[src/rtl/fifo_arb_pkg.sv]
// Shared types and helpers for the FIFO write-port arbiter.
package fifo_arb_pkg;

  typedef enum logic {
    ARB_IDLE  = 1'b0,
    ARB_BURST = 1'b1
  } arb_state_e;

  // Round-robin increment that wraps explicitly at n-1, so it stays correct
  // for non-power-of-2 requester counts.
  function automatic int unsigned rr_next(input int unsigned ptr, input int unsigned n);
    return (ptr == n - 32'd1) ? 32'd0 : ptr + 32'd1;
  endfunction

endpackage

[src/rtl/fifo_rr_picker.sv]
// Combinational round-robin picker: first set bit of req at or after ptr, wrapping.
module fifo_rr_picker #(
  parameter int unsigned NUM_REQ  = 4,
  parameter int unsigned ID_WIDTH = $clog2(NUM_REQ)
) (
  input  logic [NUM_REQ-1:0]  req,
  input  logic [ID_WIDTH-1:0] ptr,
  output logic                pick_valid,
  output logic [ID_WIDTH-1:0] pick_id
);

  localparam int unsigned W2 = 2 * NUM_REQ;

  logic [W2-1:0] dbl;
  logic [W2-1:0] mask;
  logic [W2-1:0] masked;

  // The upper copy is never masked, so the wrap-around search is a plain
  // lowest-set-bit scan over the doubled vector.
  assign dbl    = {req, req};
  assign mask   = {W2{1'b1}} << ptr;
  assign masked = dbl & mask;

  // Priority-encode the lowest surviving bit and fold it back into 0..NUM_REQ-1.
  always_comb begin
    pick_valid = 1'b0;
    pick_id    = '0;
    for (int unsigned i = 0; i < W2; i++) begin
      if (!pick_valid && masked[i]) begin
        pick_valid = 1'b1;
        pick_id    = (i >= NUM_REQ) ? ID_WIDTH'(i - NUM_REQ) : ID_WIDTH'(i);
      end
    end
  end

endmodule

[src/rtl/fifo_wr_arbiter.sv]
// Round-robin burst arbiter sharing one synchronous FIFO write port among NUM_REQ requesters.
module fifo_wr_arbiter
  import fifo_arb_pkg::*;
#(
  parameter int unsigned NUM_REQ    = 4,
  parameter int unsigned DATA_WIDTH = 8,
  parameter int unsigned MAX_BURST  = 4,
  parameter int unsigned ID_WIDTH   = $clog2(NUM_REQ),
  parameter int unsigned CNT_WIDTH  = $clog2(MAX_BURST + 1)
) (
  input  logic                          clk,
  input  logic                          rst_n,
  input  logic [NUM_REQ-1:0]            req_valid,
  input  logic [NUM_REQ-1:0]            req_last,
  input  logic [NUM_REQ*DATA_WIDTH-1:0] req_data,
  output logic [NUM_REQ-1:0]            req_ready,
  output logic                          fifo_wr_en,
  output logic [DATA_WIDTH-1:0]         fifo_wr_data,
  input  logic                          fifo_full,
  output logic                          grant_valid,
  output logic [ID_WIDTH-1:0]           grant_id
);

  arb_state_e           state;
  logic [ID_WIDTH-1:0]  rr_ptr;
  logic [CNT_WIDTH-1:0] burst_cnt;
  logic [CNT_WIDTH-1:0] cnt_inc;

  logic                 pick_valid;
  logic [ID_WIDTH-1:0]  pick_id;
  logic                 own_valid;
  logic                 own_last;
  logic                 beat;
  logic                 release_grant;

  fifo_rr_picker #(
    .NUM_REQ  (NUM_REQ),
    .ID_WIDTH (ID_WIDTH)
  ) u_picker (
    .req        (req_valid),
    .ptr        (rr_ptr),
    .pick_valid (pick_valid),
    .pick_id    (pick_id)
  );

  // Select the owner's handshake/data by the registered grant_id and drive its ready.
  always_comb begin
    own_valid    = 1'b0;
    own_last     = 1'b0;
    fifo_wr_data = '0;
    req_ready    = '0;
    for (int unsigned i = 0; i < NUM_REQ; i++) begin
      if (grant_id == ID_WIDTH'(i)) begin
        own_valid    = req_valid[i];
        own_last     = req_last[i];
        fifo_wr_data = req_data[i*DATA_WIDTH +: DATA_WIDTH];
        req_ready[i] = grant_valid & ~fifo_full;
      end
    end
  end

  assign beat       = grant_valid & own_valid & ~fifo_full;
  assign fifo_wr_en = beat;
  assign cnt_inc    = burst_cnt + 1'b1;

  // Abandon releases even while stalled; last/length release only on a real beat.
  assign release_grant = !own_valid ||
                         (beat && (own_last || (cnt_inc == CNT_WIDTH'(MAX_BURST))));

  // Arbitration FSM with registered grant, pointer and beat counter.
  always_ff @(posedge clk or negedge rst_n) begin
    if (!rst_n) begin
      state       <= ARB_IDLE;
      grant_valid <= 1'b0;
      grant_id    <= '0;
      rr_ptr      <= '0;
      burst_cnt   <= '0;
    end else begin
      case (state)
        ARB_IDLE: begin
          if (pick_valid) begin
            grant_id    <= pick_id;
            grant_valid <= 1'b1;
            burst_cnt   <= '0;
            state       <= ARB_BURST;
          end
        end
        ARB_BURST: begin
          if (release_grant) begin
            grant_valid <= 1'b0;
            rr_ptr      <= ID_WIDTH'(rr_next(32'(grant_id), NUM_REQ));
            burst_cnt   <= '0;
            state       <= ARB_IDLE;
          end else if (beat) begin
            burst_cnt <= cnt_inc;
          end
        end
        default: begin
          grant_valid <= 1'b0;
          state       <= ARB_IDLE;
        end
      endcase
    end
  end

endmodule
[config.mk]
export PLATFORM = sky130hd
export DESIGN_NAME = fifo_wr_arbiter
export DESIGN_NICKNAME = d
export VERILOG_FILES = /design/src/rtl/fifo_arb_pkg.sv /design/src/rtl/fifo_rr_picker.sv /design/src/rtl/fifo_wr_arbiter.sv
export SDC_FILE = /design/constraint.sdc
export NUM_CORES = 1
export LEC_CHECK = 0
export BUFFER_PORTS_ARGS = -buffer_cell sky130_fd_sc_hd__buf_4
export CAP_MARGIN = 0
export CORE_MARGIN = 2
export CORE_UTILIZATION = 39
export CTS_CLUSTER_SIZE = 40
export DETAILED_ROUTE_END_ITERATION = 8
export PLACE_DENSITY = 0.84
export SYNTH_ARGS = -nofsm -noshare
export SYNTH_HDL_FRONTEND = slang
export SYNTH_SLANG_ARGS = --single-unit
export TNS_END_PERCENT = 10
[constraint.sdc]
create_clock -name clk -period 1.93 [get_ports clk]
set_input_delay 0.386 -clock clk [delete_from_list [all_inputs] [get_ports clk]]
set_output_delay 0.386 -clock clk [all_outputs]
set_load 0.02 [all_outputs]
==> results of run 1 <==
## cell families after synthesis
kind of cell	after synthesis
adders and majority gates	6
muxes	3
buffers and inverters	10
and+or+nand+nor	50
DFF	9
AOI/OAI and AO/OA	47
## power by group through the flow
stage | sequential [mW] | combinational [mW] | clock, mW
floorplan | 0.382 | 1.20 | 0
global placement | 0.350 | 1.79 | 0
detailed placement | 0.357 | 1.84 | 0
CTS | 0.370 | 2.13 | 0.160
global route | 0.379 | 2.40 | 0.162
finish | 0.373 | 2.21 | 0.152
## per-stage QoR
step / setup WS (ps) / utilization / hold slack, ps / setup TNS [ps]
after floorplan: -16.7 / - / 90.4 / -140
after global placement: 20.7 / 0.628 / 213 / 0
after detailed placement: -21.2 / 0.628 / 219 / -81.4
after CTS: -219 / 0.700 / 428 / -1930
after global routing: -308 / 0.713 / 471 / -2780
final: -219 / 0.713 / 448 / -1730
## cells in the mapped netlist, drive strengths merged (3+ instances only)
master,instances
ha,6
dfrtp,9
nand2,15
nand3b,3
inv,4
and2,6
clkbuf,4
a22oi,7
o21ai,16
a21oi,12
nor2,14
nor2b,6
## layout make-up
| type | count | area share |
|---|---|---|
| Tap cell | 30 | 0.0218 |
| Sequential cell | 9 | 0.133 |
| Inverter | 4 | 0.0102 |
| Timing Repair Buffer | 74 | 0.350 |
| Clock buffer | 4 | 0.0153 |
| Multi-Input combinational cell | 106 | 0.471 |
## per-layer routing
metal / up-vias / wire [um] / share of wire / global-route usage
met5: - / 0 / 0 / 0
met4: 0 / 59 / 0.019 / 0.107
met3: 7 / 297 / 0.094 / 0.0389
met2: 58 / 1630 / 0.52 / 0.415
met1: 559 / 1170 / 0.37 / 0.223
li1: 596 / - / - / -
## worst min path at each step
| stage | startpoint | endpoint | slack (ps) | cells past startpoint |
|---|---|---|---|---|
| 2_1_floorplan | rst_n | burst_cnt[0]$_DFFE_PN0P_ | 90 | 0 |
| 4_1_cts | req_valid[1] | grant_id[0]$_DFFE_PN0P_ | 430 | 3 |
| 6_report | req_valid[1] | grant_id[0]$_DFFE_PN0P_ | 450 | 3 |
| 5_1_grt | req_valid[1] | grant_id[1]$_DFFE_PN0P_ | 470 | 3 |
| 3_3_place_gp | rst_n | burst_cnt[1]$_DFFE_PN0P_ | 210 | 1 |
| 3_5_place_dp | rst_n | burst_cnt[1]$_DFFE_PN0P_ | 220 | 1 |
## flip-flops by register name, summed over array words and instances (netlist names)
signal,count
state,1
rr_ptr,2
burst_cnt,3
grant_valid,1
grant_id,2
## worst max-delay path, delay by kind of cell, from the launching register on
family	cells	cell delay (ps)
flops	1	480
compound gates	3	330
buf+inv	2	300
fa+ha+maj	1	210
simple gates	1	170
## what timing repair did
item,in CTS,in global routing
setup buffers,4,2
hold endpoints to repair,9,0
pin swaps,4,5
gates resized for setup,23,5
setup endpoints to repair,12,14
hold buffers,1,0
==> flow_summary.yaml, run 1 <==
cells_and_area:
  final_cells: 227
  final_common_cell: "buf_4"
  layout-drive-gt1-share: 0.548
  syn2layout_area_growth_pct: 78.1
  nNetsFinal: 247
  multi_input_area_sq_um: 808
  num-fill-cells: 180
  final_cell_area_sq_um: 1720
  final_cell_mix: "64 x buf_4, 15 x nand2_1, 11 x nor2_1"
  antennaDiodeCount: 0
  register_area_sq_um: 228
grt:
  grt_max_degree: 18
  globalRouteOverflowTotal: 0
  grt_pass1_vias: 1084
  grt_pass1_wl_um: 4600
  antenna_found_initial: 0
  grt_usage: 0.217
floorplan:
  die-height_um: 53.7
  ios: 59
  die_w_um: 53.7
  std_cell_rows: 18
  start_util: 0.400
  dieArea_sq_um: 2890
  core-area_sq_um: 2410
timing:
  timing.final.crit_period_ps: 2150
  slew_headroom: 0.710
  worst_slew_pin_slew_ps: 431
  rsz0062_at_grt: "true"
  timing.final.crit_share: 1.11
  max_freq_ghz: 0.465
  final_hold_viol_count: 0
  setup_viol: 12
  fin_worst_skew_ps: 3.75
  fin_ws_ps: -219
  drv_slew: 0
power_and_ir_drop:
  irDropWorstVdd_v: 0.00117
  power.total_mw: 2.74
  pwr_density_cell_nw_per_um2: 1590
  p_int_mw: 1.46
  p_sw_frac: 0.467
  seqPwrFrac: 0.136
  p_clk_frac: 0.056
  p_leak_nw: 0.798
  power.net_switching_mw: 1.28
  p_comb_frac: 0.808
synthesis:
  synthArstFlopShare: 1.00
  yosys-mux-area-fraction: 0.0415
  synth_area_leaders: "dfrtp_1 23%, ha_1 7.8%, o21ai_0 7.3%, nand2_1 5.8%, a21oi_1 5.7%"
  synth.ff_latch_count: 9
  yosysWarningCount: 0
  synth_xor_area_frac: 0
  synth-seq-area-share: 0.233
  synth_fa_ha_area_frac: 0.0778
  synth_enable_flop_cells: 0
  avgSynthCellArea_sq_um: 7.72
  yosys.area_share.simple: 0.258
  syn_inst: 125
  synth_nets: 174
  synth_ff_type: "dfrtp_1"
  syn-cell-area_sq_um: 965
  synth_top_family_by_area: "compound AO/OA/AOI/OAI gates"
  synth_top_area_frac: 0.233
  synth_compound_area_frac: 0.339
  post_synth_num_cell_types: 33
  synth_area_leader_cell: "dfrtp_1"
setup_path:
  cp-end-kind: "primary output"
  endpoint: "fifo_wr_data[1]"
  ff2ff_path_depth: 8
  crit_path_frequent_cell: "buf_4"
  startpoint: "grant_id[0]$_DFFE_PN0P_"
  crit_fanout: 6
  start_kind: "register"
  rr_endpoint: "rr_ptr[1]$_DFFE_PN0P_"
  slowest_delay_ps: 480
  criticalPathCategory: "register to primary output"
  crit_chain: "ha_4 -> buf_4 -> nand3b_1 -> a21oi_2 -> a21oi_1 -> o21ai_2 -> buf_4"
  cpMaxStageDelayCell: "dfrtp_2"
  r2r_start: "grant_id[0]$_DFFE_PN0P_"
  crit_arrival_ps: 1760
  crit_required_ps: 1540
  reg2reg_slack_ps: -80
status:
  outcome: "finished, violations left"
  failed_checks: "negative setup slack"
route:
  drc_errors: 0
  drtPass1Iterations: 5
  ant_nets: 0
  vias: 1220
  via_per_inst: 5.37
  drt_iter0_markers: 12
  wl_per_cell_um: 13.9
  wirelength_um: 3160
clock_tree:
  numCtsBuffers: 3
  cts-root-buf: "clkbuf_4"
  clk_path_buf_depth: 2
  clkSinkCount: 9
  htreeDepth: 1
  clk_latency_ps: 270
  cts_tree: "done"
  cts.reportedPaths.clkPinSlew_ps: 60
place:
  place.gp.congestion: 0.845
  dpl.hpwl_um: 2390
  dp.cells: 217
  placed_area_sq_um: 1510
  portBuffers: 58
hold_path:
  worst_hold_path_type: "input pin to register"
job:
  maxCapViolCount: 0
Power figures use the tool's default switching activity.
==> inputs of run 2 (changes only) <==
- CORE_MARGIN: 2 -> default
- CORE_UTILIZATION: 39 -> 38
- PLACE_DENSITY: 0.84 -> 0.82
- SYNTH_HIERARCHICAL: default -> 1
==> run 2 against run 1 <==
Compared with the run above:
- the flow still finishes with violations (negative setup slack)
- via count shrank 2.3%
- maximum frequency grew 1.1%
- synthesized cell count shrank 0.80%
- critical endpoint is now fifo_wr_data[4]
==> flow_summary.yaml, run 2 <==
grt:
  grtUsageMet3: 0.0263
  grt_pass1_wl_um: 4420
  grtUsageMet2: 0.403
  globalRouteOverflowTotal: 0
  grt_use_met1: 0.249
  grt_max_degree: 18
  top_usage_layer: "met2"
  grt_usage: 0.224
  grt_pass1_vias: 1053
  antenna_found_initial: 0
cells_and_area:
  final_cells: 217
  syn2layout_area_growth_pct: 73.5
  layout-drive-gt1-share: 0.519
  final_cell_mix: "60 x buf_4, 13 x nand2_1, 12 x nor2_1"
  multi_input_area_sq_um: 777
  num-fill-cells: 179
  final_common_cell: "buf_4"
  final_cell_area_sq_um: 1630
  register_area_sq_um: 228
  largest_reg_flops: 3
  nNetsFinal: 239
  reg.largest.list: "burst_cnt: 3 flops, grant_id: 2 flops, rr_ptr: 2 flops"
  top_register: "burst_cnt"
  antennaDiodeCount: 0
setup_path:
  crit_chain: "inv_4 -> ha_4 -> buf_4 -> a22oi_1 -> nor2_1 -> a21oi_1 -> o21ai_2 -> buf_4"
  crit_buf_inv: 3
  crit_path_frequent_cell: "buf_4"
  crit_required_ps: 1540
  critPathTopFamily: "compound AO/OA/AOI/OAI gates"
  crit_arrival_ps: 1740
  criticalPathCategory: "register to primary output"
  reg2reg_slack_ps: -80
  ff2ff_path_depth: 8
  cp-end-kind: "primary output"
  cp.depth: 8
  r2r_start: "grant_id[0]$_DFFE_PN0P_"
  cpMaxStageDelayCell: "dfrtp_2"
  rr_endpoint: "burst_cnt[1]$_DFFE_PN0P_"
  start_kind: "register"
  crit_fanout: 9
  slowest_delay_ps: 400
synthesis:
  synth.ff_latch_count: 9
  synth_xor_area_frac: 0.00932
  avgSynthCellArea_sq_um: 7.58
  post_synth_num_cell_types: 36
  synth_compound_area_frac: 0.322
  synth_enable_flop_cells: 0
  yosys.area_share.simple: 0.242
  syn-cell-area_sq_um: 940
  syn_inst: 124
  synth_top_area_frac: 0.240
  synthArstFlopShare: 1.00
  yosys-mux-area-fraction: 0.0546
  synth_fa_ha_area_frac: 0.0799
  synth-seq-area-share: 0.240
  synth_area_leader_cell: "dfrtp_1"
  synth_area_leaders: "dfrtp_1 24%, ha_1 8.0%, a22oi_1 6.4%, a21oi_1 5.9%, o21ai_0 5.9%"
  synth_top_family_by_area: "compound AO/OA/AOI/OAI gates"
  yosysWarningCount: 6
  synth_ff_type: "dfrtp_1"
  synthTopCellsByCount: "13 x nand2_1, 13 x nor2_1, 11 x a21oi_1, 11 x o21ai_0, 9 x dfrtp_1"
  synth_nets: 173
timing:
  worst_slew_pin_slew_ps: 414
  fin_ws_ps: -197
  setup_viol: 14
  rsz0062_at_grt: "true"
  max_freq_ghz: 0.470
  fin_worst_skew_ps: 2.72
  timing.final.crit_period_ps: 2130
  drv_slew: 0
  slew_headroom: 0.723
  fin_tns_setup_ps: -1810
  timing.final.crit_share: 1.10
  final_hold_viol_count: 0
clock_tree:
  cts-root-buf: "clkbuf_4"
  clk_latency_ps: 280
  clkSinkCount: 9
  cts_tree: "done"
  clk_path_buf_depth: 2
  htreeDepth: 1
  cts.reportedPaths.clkPinSlew_ps: 70
  numCtsBuffers: 3
floorplan:
  core-area_sq_um: 2280
  ios: 59
  std_cell_rows: 17
  die_w_um: 51.7
  die-height_um: 51.7
  start_util: 0.413
  dieArea_sq_um: 2680
status:
  failed_checks: "negative setup slack"
  outcome: "finished, violations left"
route:
  vias: 1192
  drt_iter0_markers: 21
  wl_per_cell_um: 13.9
  drtPass1Iterations: 4
  ant_nets: 0
  wirelength_um: 3030
  drc_errors: 0
  via_per_inst: 5.49
power_and_ir_drop:
  p_leak_nw: 0.768
  pwr_density_cell_nw_per_um2: 1570
  irDropWorstVdd_v: 0.00106
job:
  maxCapViolCount: 0
hold_path:
  worst_hold_path_type: "input pin to asynchronous set/reset pin"
place:
  placed_area_sq_um: 1470
  place.gp.congestion: 0.873
  dpl.hpwl_um: 2260
  dp.cells: 210
  portBuffers: 58
==> run 2: cell count changes in the layout (fill, tap and decap cells not counted), moves of 2 or more <==
cell,delta
a21oi_2,-2
o22a_1,-2
a21oi_1,+2
o211ai_1,-2
inv_1,+2
a22oi_2,+2
nand2_1,-2
nor2_2,-2
buf_6,-3
nand3_1,-2
buf_4,-4
==> run 2: worst reg2reg max path, stage by stage (launching register included) <==
cell     delay [ps]
dfrtp_2         440
buf_4           170
ha_4            170
nor2b_1         120
a211o_1         280
buf_4           170
or2_4           250
o22ai_1         170
a22o_1          170
==> run 2: report_power, final <==
part           switching, mW  total [mW]  internal [mW]
logic                   1.04        2.02          0.977
registers              0.107       0.373          0.266
clock network         0.0776       0.158         0.0803
==> run 2: layout make-up <==
class / instances / share of cell area
Tap cell: 28 / 0.0215
Timing Repair Buffer: 67 / 0.329
Multi-Input combinational cell: 103 / 0.477
Inverter: 6 / 0.0169
Clock buffer: 4 / 0.0161
Sequential cell: 9 / 0.140
==> run 2: cell families after synthesis <==
logic type                 count (synthesis)
AOI/OAI and AO/OA                         47
and+or+nand+nor                           45
adders and majority gates                  6
buffers and inverters                     12
xor gates and xnor gates                   1
muxes                                      4
DFF                                        9
==> run 2: worst max-delay path by stage <==
stage | slack, ps | from | end
floorplan | -30 | grant_id[0]$_DFFE_PN0P_ | fifo_wr_data[4]
global placement | -90 | grant_id[0]$_DFFE_PN0P_ | fifo_wr_data[7]
detailed placement | -180 | grant_id[0]$_DFFE_PN0P_ | fifo_wr_data[5]
CTS | -180 | grant_id[0]$_DFFE_PN0P_ | fifo_wr_data[2]
global route | -310 | grant_id[0]$_DFFE_PN0P_ | fifo_wr_data[4]
finish | -200 | grant_id[1]$_DFFE_PN0P_ | fifo_wr_data[4]
==> run 2: what timing repair did <==
action                     4_1_cts  5_1_grt
hold endpoints to repair         9        0
resized for setup               17        7
pin swaps                        2        3
setup endpoints to repair       14       15
hold buffers                     1        0
setup buffers                    2        0
gates cloned                     0        0
==> run 2: metrics by stage <==
stage	util	total power, mW	hold WS [ps]	worst slack (ps)
4_1_cts	0.704	2.47	456	-177
3_3_place_gp	0.646	2.04	216	-85.1
3_5_place_dp	0.646	2.10	218	-176
5_1_grt	0.716	2.73	470	-308
6_report	0.716	2.55	461	-197
2_1_floorplan	-	1.52	90.4	-30.0
==> run 2: per-layer routing <==
| layer | routed length (um) | up-vias |
|---|---|---|
| met5 | 0 | - |
| met4 | 63 | 0 |
| met3 | 232 | 8 |
| met2 | 1510 | 55 |
| met1 | 1220 | 552 |
| li1 | - | 577 |
